**config.mk**
```make
export PLATFORM = sky130hd
export DESIGN_NAME = pipe_stage_latch
export DESIGN_NICKNAME = d
export VERILOG_FILES = /design/src/rtl/pipe_stage_latch_pkg.sv /design/src/rtl/pipe_stage_latch_slot.sv /design/src/rtl/pipe_stage_latch.sv
export SDC_FILE = /design/constraint.sdc
export NUM_CORES = 1
export LEC_CHECK = 0
export BUFFER_PORTS_ARGS = -buffer_cell sky130_fd_sc_hd__buf_2
export CAP_MARGIN = 20
export CORE_ASPECT_RATIO = 1.4
export CORE_MARGIN = 1.5
export CORE_UTILIZATION = 45
export DETAILED_ROUTE_END_ITERATION = 8
export PLACE_DENSITY = 0.66
export REMOVE_ABC_BUFFERS = 1
export SLEW_MARGIN = 10
export SYNTH_ARGS = -nofsm -noshare
export SYNTH_HDL_FRONTEND = slang
export SYNTH_SLANG_ARGS = --single-unit
export TNS_END_PERCENT = 30
```
**constraint.sdc**
```tcl
create_clock -name clk -period 3.8 [get_ports clk]
set_input_delay 0 -clock clk [delete_from_list [all_inputs] [get_ports clk]]
set_output_delay 0 -clock clk [all_outputs]
set_load 0.02 [all_outputs]
```
**src/rtl/pipe_stage_latch_pkg.sv**
```systemverilog
// Shared lc3b pipeline types: control-word layout, bubble control word and
// the slot flag packing used by the pipeline-stage latch.
package pipe_stage_latch_pkg;

  localparam int unsigned CONTROL_WIDTH = 12;

  typedef enum logic [2:0] {
    ALU_PASS = 3'd0,
    ALU_ADD  = 3'd1,
    ALU_AND  = 3'd2,
    ALU_NOT  = 3'd3,
    ALU_SHF  = 3'd4
  } alu_op_t;

  typedef struct packed {
    alu_op_t    aluop;
    logic       regfile_we;
    logic       mem_read;
    logic       mem_write;
    logic       br_en;
    logic [1:0] pcmux;
    logic [1:0] destmux;
    logic       cc_we;
  } lc3b_cw_t;

  localparam lc3b_cw_t LC3B_NOP_CW_S = '{
    aluop:      ALU_ADD,
    regfile_we: 1'b0,
    mem_read:   1'b0,
    mem_write:  1'b0,
    br_en:      1'b0,
    pcmux:      2'b00,
    destmux:    2'b00,
    cc_we:      1'b0
  };

  localparam logic [CONTROL_WIDTH-1:0] LC3B_NOP_CW = LC3B_NOP_CW_S;

  typedef struct packed {
    logic valid;
    logic bubble;
  } slot_flags_t;

  // Operand bus stays 1 bit wide when no operands are carried.
  function automatic int unsigned src_width(input int unsigned num_src,
                                            input int unsigned word_w);
    return (num_src == 0) ? 1 : num_src * word_w;
  endfunction

endpackage

```
**src/rtl/pipe_stage_latch_slot.sv**
```systemverilog
// One storage slot of the pipeline latch: valid/bubble flags plus payload,
// with reset > clear > load priority and squash-on-load.
module pipe_slot
  import pipe_stage_latch_pkg::*;
#(
  parameter int unsigned WORD_W = 16,
  parameter int unsigned SRC_W  = 32,
  parameter int unsigned CW_W   = CONTROL_WIDTH,
  parameter logic [CW_W-1:0] NOP_CW = LC3B_NOP_CW
) (
  input  logic              clk,
  input  logic              reset_n,
  input  logic              load,
  input  logic              clear,
  input  logic              squash,
  input  logic [WORD_W-1:0] ir_d,
  input  logic [WORD_W-1:0] pc_d,
  input  logic [SRC_W-1:0]  src_d,
  input  logic [CW_W-1:0]   cw_d,
  output logic              valid,
  output logic              bubble,
  output logic [WORD_W-1:0] ir_q,
  output logic [WORD_W-1:0] pc_q,
  output logic [SRC_W-1:0]  src_q,
  output logic [CW_W-1:0]   cw_q
);

  slot_flags_t flags;

  always_ff @(posedge clk) begin
    if (!reset_n) begin
      flags <= '0;
      ir_q  <= '0;
      pc_q  <= '0;
      src_q <= '0;
      cw_q  <= NOP_CW;
    end else if (clear) begin
      flags.valid <= 1'b0;
    end else if (load) begin
      flags.valid  <= 1'b1;
      flags.bubble <= squash;
      ir_q         <= squash ? '0 : ir_d;
      pc_q         <= pc_d;
      src_q        <= squash ? '0 : src_d;
      cw_q         <= squash ? NOP_CW : cw_d;
    end
  end

  assign valid  = flags.valid;
  assign bubble = flags.bubble;

endmodule

```
**src/rtl/pipe_stage_latch.sv**
```systemverilog
// Pipeline-stage latch: head + skid slot with valid/ready handshake,
// squash-to-bubble and flush. Empty head drives bubble-safe constants.
module pipe_stage_latch
  import pipe_stage_latch_pkg::*;
#(
  parameter int unsigned WORD_W  = 16,
  parameter int unsigned NUM_SRC = 2,
  parameter int unsigned CW_W    = CONTROL_WIDTH,
  parameter logic [CW_W-1:0] NOP_CW = LC3B_NOP_CW
) (
  input  logic                                     clk,
  input  logic                                     reset_n,
  input  logic                                     in_valid,
  output logic                                     in_ready,
  input  logic                                     squash_in,
  input  logic                                     flush,
  input  logic [WORD_W-1:0]                        IR_in,
  input  logic [WORD_W-1:0]                        PC_in,
  input  logic [src_width(NUM_SRC, WORD_W)-1:0]    SRC_in,
  input  logic [CW_W-1:0]                          CW_in,
  output logic                                     out_valid,
  input  logic                                     out_ready,
  output logic [WORD_W-1:0]                        IR_out,
  output logic [WORD_W-1:0]                        PC_out,
  output logic [src_width(NUM_SRC, WORD_W)-1:0]    SRC_out,
  output logic [CW_W-1:0]                          CW_out,
  output logic                                     out_bubble,
  output logic [1:0]                               occupancy
);

  localparam int unsigned SRC_W = src_width(NUM_SRC, WORD_W);

  logic              head_v, head_b, skid_v, skid_b;
  logic [WORD_W-1:0] head_ir, head_pc, skid_ir, skid_pc;
  logic [SRC_W-1:0]  head_src, skid_src, src_d;
  logic [CW_W-1:0]   head_cw, skid_cw;

  logic              xfer_in, xfer_out;
  logic              head_load, head_clear, head_from_skid, head_squash;
  logic              skid_load, skid_clear;
  logic [WORD_W-1:0] head_ir_d, head_pc_d;
  logic [SRC_W-1:0]  head_src_d;
  logic [CW_W-1:0]   head_cw_d;

  assign src_d    = (NUM_SRC > 0) ? SRC_in : '0;
  assign in_ready = !skid_v && !flush;
  assign xfer_in  = in_valid && in_ready;
  assign xfer_out = head_v && out_ready;

  always_comb begin
    head_load      = 1'b0;
    head_clear     = 1'b0;
    head_from_skid = 1'b0;
    skid_load      = 1'b0;
    skid_clear     = 1'b0;
    if (flush) begin
      head_clear = 1'b1;
      skid_clear = 1'b1;
    end else if (!head_v) begin
      head_load = xfer_in;
    end else if (xfer_out) begin
      if (skid_v) begin
        head_load      = 1'b1;
        head_from_skid = 1'b1;
        skid_clear     = 1'b1;
      end else if (xfer_in) begin
        head_load = 1'b1;
      end else begin
        head_clear = 1'b1;
      end
    end else begin
      skid_load = xfer_in;
    end
  end

  // Re-applying squash on a skid bubble is idempotent and preserves its PC.
  assign head_squash = head_from_skid ? skid_b : squash_in;
  assign head_ir_d   = head_from_skid ? skid_ir  : IR_in;
  assign head_pc_d   = head_from_skid ? skid_pc  : PC_in;
  assign head_src_d  = head_from_skid ? skid_src : src_d;
  assign head_cw_d   = head_from_skid ? skid_cw  : CW_in;

  pipe_slot #(
    .WORD_W(WORD_W), .SRC_W(SRC_W), .CW_W(CW_W), .NOP_CW(NOP_CW)
  ) u_head (
    .clk(clk), .reset_n(reset_n), .load(head_load), .clear(head_clear),
    .squash(head_squash), .ir_d(head_ir_d), .pc_d(head_pc_d),
    .src_d(head_src_d), .cw_d(head_cw_d), .valid(head_v), .bubble(head_b),
    .ir_q(head_ir), .pc_q(head_pc), .src_q(head_src), .cw_q(head_cw)
  );

  pipe_slot #(
    .WORD_W(WORD_W), .SRC_W(SRC_W), .CW_W(CW_W), .NOP_CW(NOP_CW)
  ) u_skid (
    .clk(clk), .reset_n(reset_n), .load(skid_load), .clear(skid_clear),
    .squash(squash_in), .ir_d(IR_in), .pc_d(PC_in), .src_d(src_d),
    .cw_d(CW_in), .valid(skid_v), .bubble(skid_b), .ir_q(skid_ir),
    .pc_q(skid_pc), .src_q(skid_src), .cw_q(skid_cw)
  );

  assign out_valid  = head_v;
  assign out_bubble = head_v && head_b;
  assign IR_out     = head_v ? head_ir  : '0;
  assign PC_out     = head_v ? head_pc  : '0;
  assign SRC_out    = head_v ? head_src : '0;
  assign CW_out     = head_v ? head_cw  : NOP_CW;
  assign occupancy  = {1'b0, head_v} + {1'b0, skid_v};

endmodule

```
**Word-level counts from Yosys, hierarchy flattened**

Index checks and enable logic that the tools add are counted.

- $add $sub $neg: 1
- Multiplexer cells: 33
- Bitwise operators: 3
- Reductions and logical operators: 10

Operator list:

| cell | count |
|---|---|
| two-way mux 32 bit | 4 |
| two-way mux 16 bit | 6 |
| two-way mux 12 bit | 4 |
| two-way mux 1 bit | 19 |
| logical AND 1 bit | 4 |
| AND reduction 2 bit | 2 |
| OR reduction 2 bit | 2 |
| NOT 1 bit | 3 |
| adder 1 x 1 -> 2 bit | 1 |
| logical NOT 1 bit | 2 |

- Flip-flop bits (word level): 156
- Input bits: 82
- Output and inout bits: 81
- Logic and storage cells: 59

**Depth between registers and ports, before layout**

- Depth after elaboration: 10
- Gate-level depth with buffers: 7
- Gate-level depth less buffers: 3

**By module**

A second synthesis with hierarchy kept.

- Cells, all modules: 871
- Area, all modules: 8130.3 µm²

By module, submodules not included:

| module | instances | cells each | area an instance (µm²) | seq. area each (µm²) |
|---|---|---|---|---|
| pipe_slot | 2 | 345 | 3243.1 | 1561.5 |
| pipe_stage_latch | 1 | 181 | 1644.1 | 0.0 |

**Worst setup path after synthesis**

Ideal clock, no wire load.

- Kind: register -> register
- From: register, netlist name u_head.valid
- To: register u_head.cw_q[9]
- Data arrival time: 1.525 ns
- Required time: 3.678 ns
- Setup slack: 2.152 ns
- Cell stages (with the launch flop): 5
- Buffers on the path: 1
- Cells stage by stage: dfxtp_1 buf_4 nand4b_1 or3_1 a311o_1

- Word-level cells in the longest chain between the ends: 6
- Elaborated cells on any way between the ends: 15
- Those cells by class: mux (12); bitwise (1); reduce/logical (2)

Ends and longest elaborated chain:

| element | line | source |
|---|---|---|
| logical AND 1 bit | pipe_stage_latch.sv:48 | `assign xfer_out = head_v && out_ready;` |
| two-way mux 1 bit | pipe_stage_latch.sv:61 | `end else if (xfer_out) begin` |
| two-way mux 1 bit | pipe_stage_latch.sv:59 | `end else if (!head_v) begin` |
| two-way mux 1 bit | pipe_stage_latch.sv:56 | `if (flush) begin` |
| two-way mux 12 bit (tied with other cells) | pipe_stage_latch.sv:81 | `assign head_cw_d = head_from_skid ? skid_cw : CW_in;` |
| two-way mux 12 bit / AND reduction 2 bit (equally long branches) | - |  |
| to (signal assigned) | pipe_stage_latch_slot.sv:45 | `cw_q <= squash ? NOP_CW : cw_d;` |
| to (decl) | pipe_stage_latch_slot.sv:25 | `output logic [CW_W-1:0] cw_q` |

Parallel ways exist; a longest one is shown, timed or not.
A chain may end at the register's enable or synchronous reset.

**Worst setup path in the final report**

- From: register, netlist name u_head.valid
- To: register u_head.pc_q[15]

- Word-level cells in the longest chain between the ends: 6
- Elaborated cells on any way between the ends: 13
- Those cells by class: mux (10); bitwise (1); reduce/logical (2)

Ends and longest elaborated chain:

| element | line | source |
|---|---|---|
| logical AND 1 bit | pipe_stage_latch.sv:48 |  |
| two-way mux 1 bit | pipe_stage_latch.sv:61 |  |
| two-way mux 1 bit | pipe_stage_latch.sv:59 |  |
| two-way mux 1 bit | pipe_stage_latch.sv:56 |  |
| NOT 1 bit (no source line) | - |  |
| AND reduction 2 bit (no source line) | - |  |
| to (signal assigned) | pipe_stage_latch_slot.sv:43 | `pc_q <= pc_d;` |
| to (decl) | pipe_stage_latch_slot.sv:23 | `output logic [WORD_W-1:0] pc_q,` |

Parallel ways exist; a longest one is shown, timed or not.

==> results <==
- The flow ran to the end, and the final reports show no timing, DRC or antenna violations.
- The min-delay analysis places its worst path in the category input pin to flop.
- The capturing point of the worst reg2reg path is u_head.pc_q[15].
- The first global-routing pass estimated about 39000 um of wire.
- For the worst setup path, the data arrival time is 2.75 ns.
- Walking the worst path, the cells encountered are buf_4, nand2b_4, a31oi_1, a311oi_1.
- The worst hold path begins at CW_in[5].
- The worst hold slack after final layout is 0.00518 ns.
- For the worst setup path, the data required time is 4.05 ns.
- For this design, the slowest cell found on the critical path is nand2b_4.
- The per-cell routed wire length is approximately 18 um.
- The floorplan step defined a die boundary enclosing 0.0183 mm^2.
- The hold-critical path endpoint is u_skid.cw_q[5].
- The post-cts gate resize count is 0.
- The startpoint identified for the worst register-to-register timing path is u_head.valid.
- The residual overflow from global routing is 0.
- The master cell of the clock root buffer is clkbuf_16.
- The slew of the pin with the lowest slew margin is 1.02 ns.
- The detailed placer's ending HPWL is ~13000 um.
- The clock transition time at the flip-flop clock pins of the worst setup and hold paths is 0.06 ns.
- The gate count of the mapped netlist is 933.
- The number of hold violations in the final report is 0.
- The growth of design area from synthesis to finish is 26.4%.
- The CTS tree is yes.
- The total routed wirelength is 24100 um.
- The element type at the critical path start is a flop.
- The critical path endpoint category is a flop.
- The die width is 115 um.
- Across all register-to-register paths, the minimum setup slack is between 1 and 1.5 ns.
- The critical path in this run is classified as flop to flop.
- The placed instances occupy a cell area of 0.00862 mm^2.
- Of the cells placed in the final design, the portion with a size suffix greater than 1 is 0.238.
- The chip height is 159 um.
- The per-instance average area after synthesis is 8.43 um^2.
- The global placement routability congestion is 0.736.
- The worst slew margin relative to its limit is 0.317.
- The worst path in the final design needs a cycle of approximately 2.5 ns, including I/O delays and setup.
- Between clock sinks in the finished design, the worst skew comes to roughly 0.0069 ns.
- The overall track demand over capacity in global routing is 0.263.
- The number of violations of the max-capacitance limit is 0.
- The number of global-route vias before repair is between 7000 and 8000.
- The fmax is between 300 and 400 MHz.
- The initial antenna violation count is 0.
- The initial utilization of the core area, before any placement, comes to 0.456.
- The buffers inserted during post-CTS setup optimization is 0.
- The count of cells along the worst hold path is 4.
- The total number of vias is 7774.
- In this run the tool buffered the top-level ports with 162 buffer cells.
- The synthesized design contains 156 register bits.
- The total iterations of the first detailed-routing run is 5.
- The analysis attributes to cell leakage a power of 3.70 nW.
- The number of setup violations in the final report is 0.
- The clock tree buffer depth is 2.
- The count of boundary I/O pins is 163.
- On the worst path, the slowest cell contributes a delay of 0.66 ns.
- The total of warnings raised by yosys is 0.
- The worst-case IR drop observed on VDD is 0.210 mV.
- The finished cells cover slightly below 0.01 mm^2.
- The quantity of hold-fixing buffers added after cts is 68.
- In the finished design, the share of the clock period the worst path needs comes to 0.659.
- Setup repair after global routing left no endpoint under its margin.
- The number of max-slew violations in the final report is 0.
- The share of the Yosys chip area taken by registers is 0.397.
- The number of DRC violations after detailed routing is 0.
- The ratio of routed vias to standard cells is ~5.9.
- The floorplan has 57 rows.
- The latest clock arrival within the worst-skew pair is around 0.42 ns.
- The number of antenna diodes in the final layout is 0.
- The remaining antenna violation count is 0.
- Entering global routing, the biggest net connects 78 pins.
- The largest fanout on the critical path is 76.
- Synthesis instantiated 36 different standard cells from the library.
- The clock net in this run drives a total of 156 sinks.
- Measured in cells, the most critical reg-to-reg path has a length of 4.
- The H-tree generated during clock tree synthesis spans 4 levels.
- The power per unit of standard cell area is 402 mW/mm^2.
- The region available for standard cell placement spans 0.0173 mm^2.
- The cell area after technology mapping is 0.00786 mm^2.
- The number of buffers created by CTS is 17.
- At the end of the flow, the number of nets in the layout was 1158.
- In this run, the number of DRC markers left after iteration 0 of detailed routing was between 500 and 600.
==> kinds of logic after synthesis <==
logic type	after synthesis	share of synthesized area
buffers and inverters	125	0.0683
adders and majority gates	1	0.00159
muxes	2	0.00270
DFF	156	0.397
and+or+nand+nor	337	0.256
AOI/OAI and AO/OA	312	0.274
==> layer usage <==
layer	up-vias	global-route usage	routed length, um
met1	3743	0.319	9960
met2	264	0.465	12300
li1	3727	-	-
met3	40	0.0373	1180
met4	0	0.102	651
met5	-	0	0
==> area by class of cell <==
cell class / instances / area (um^2)
repair buffers: 245 / 1620
flip-flops and latches: 156 / 3130
clock buffers: 19 / 443
inverters: 3 / 13.8
well taps: 236 / 295
multi-input cells: 652 / 4250
fillers: 1615 / 7320
clock inverters: 13 / 191
==> worst max path at each step <==
| stage | cells past startpoint | slack [ns] | start | to |
|---|---|---|---|---|
| 3_3_place_gp | 4 | 1.44 | u_head.valid | u_head.ir_q[4] |
| 6_report | 4 | 1.30 | u_head.valid | u_head.pc_q[15] |
| 3_5_place_dp | 4 | 1.35 | u_head.valid | u_head.ir_q[11] |
| 4_1_cts | 4 | 1.34 | u_head.valid | u_head.ir_q[11] |
| 2_1_floorplan | 3 | -0.81 | u_head.valid | u_head.cw_q[9] |
| 5_1_grt | 4 | 1.13 | u_head.valid | u_head.ir_q[6] |
==> cell usage after synthesis <==
library cell,count,area share
mux2_2,1,0.0014
nand2b_1,43,0.034
o2111ai_1,40,0.045
nand3_1,36,0.023
nand4bb_1,1,0.0014
and2_1,76,0.060
buf_2,27,0.017
nor2_1,2,0.00096
buf_1,3,0.0014
buf_6,2,0.0029
a311o_1,1,0.0013
inv_1,1,0.00048
and4b_1,1,0.0013
o311ai_1,1,0.0011
nor3_2,1,0.0013
o21ai_0,78,0.050
nor4bb_1,1,0.0013
nor3b_1,40,0.038
ha_1,1,0.0016
or3_1,41,0.033
dfxtp_1,156,0.40
nor2b_1,20,0.016
clkbuf_1,85,0.041
a21oi_1,78,0.050
nand2_1,55,0.026
o221a_2,40,0.057
nand4b_1,1,0.0011
mux2i_1,1,0.0013
clkinv_1,1,0.00048
nand3b_1,19,0.018
buf_4,5,0.0048
a211oi_1,1,0.00096
o31a_1,1,0.0011
a31oi_1,36,0.029
inv_2,1,0.00048
a311oi_1,36,0.040
==> placed cells by master, fill, tap and decap left out, types with 41 or more instances in the layout <==
cell and instances:
o21ai_0 78, dfxtp_1 154, nand2b_1 42, or3_1 41, a21oi_1 78, dlygate4sd3_1 68
buf_2 161, and2_1 76, nand2_1 55
==> power by group <==
part | switching, mW | leakage [nW] | total (mW) | internal (mW)
clock | 0.704 | 0.300 | 1.83 | 1.12
sequential | 0.0355 | 1.27 | 1.73 | 1.70
combinational | 0.246 | 2.13 | 0.438 | 0.192
==> critical path: cells and delay by family, from the launching register on <==
kind	cells	cell delay (ns)
simple gates	1	0.66
flops	1	0.60
buf+inv	1	0.56
compound gates	2	0.49
==> per-stage QoR <==
stage	utilization	setup TNS [ns]	worst slack, ns	std cells	power [mW]
final	0.576	0	1.30	1324	4.00
after global routing	0.576	0	1.13	1324	4.14
after CTS	0.576	0	1.34	1324	4.02
after detailed placement	0.500	0	1.35	1224	2.15
after global placement	0.500	0	1.44	1224	2.14
after floorplan	-	-93.55	-0.807	811	1.97
==> registers in the layout, summed over array words and instances (netlist names) <==
signal         count
u_head.src_q      32
u_skid.src_q      32
u_head.ir_q       16
u_head.pc_q       16
u_skid.ir_q       16
u_skid.pc_q       16
u_head.cw_q       12
u_skid.cw_q       12
u_head.bubble      1
u_head.valid       1
u_skid.bubble      1
u_skid.valid       1
Power figures use the tool's default switching activity.
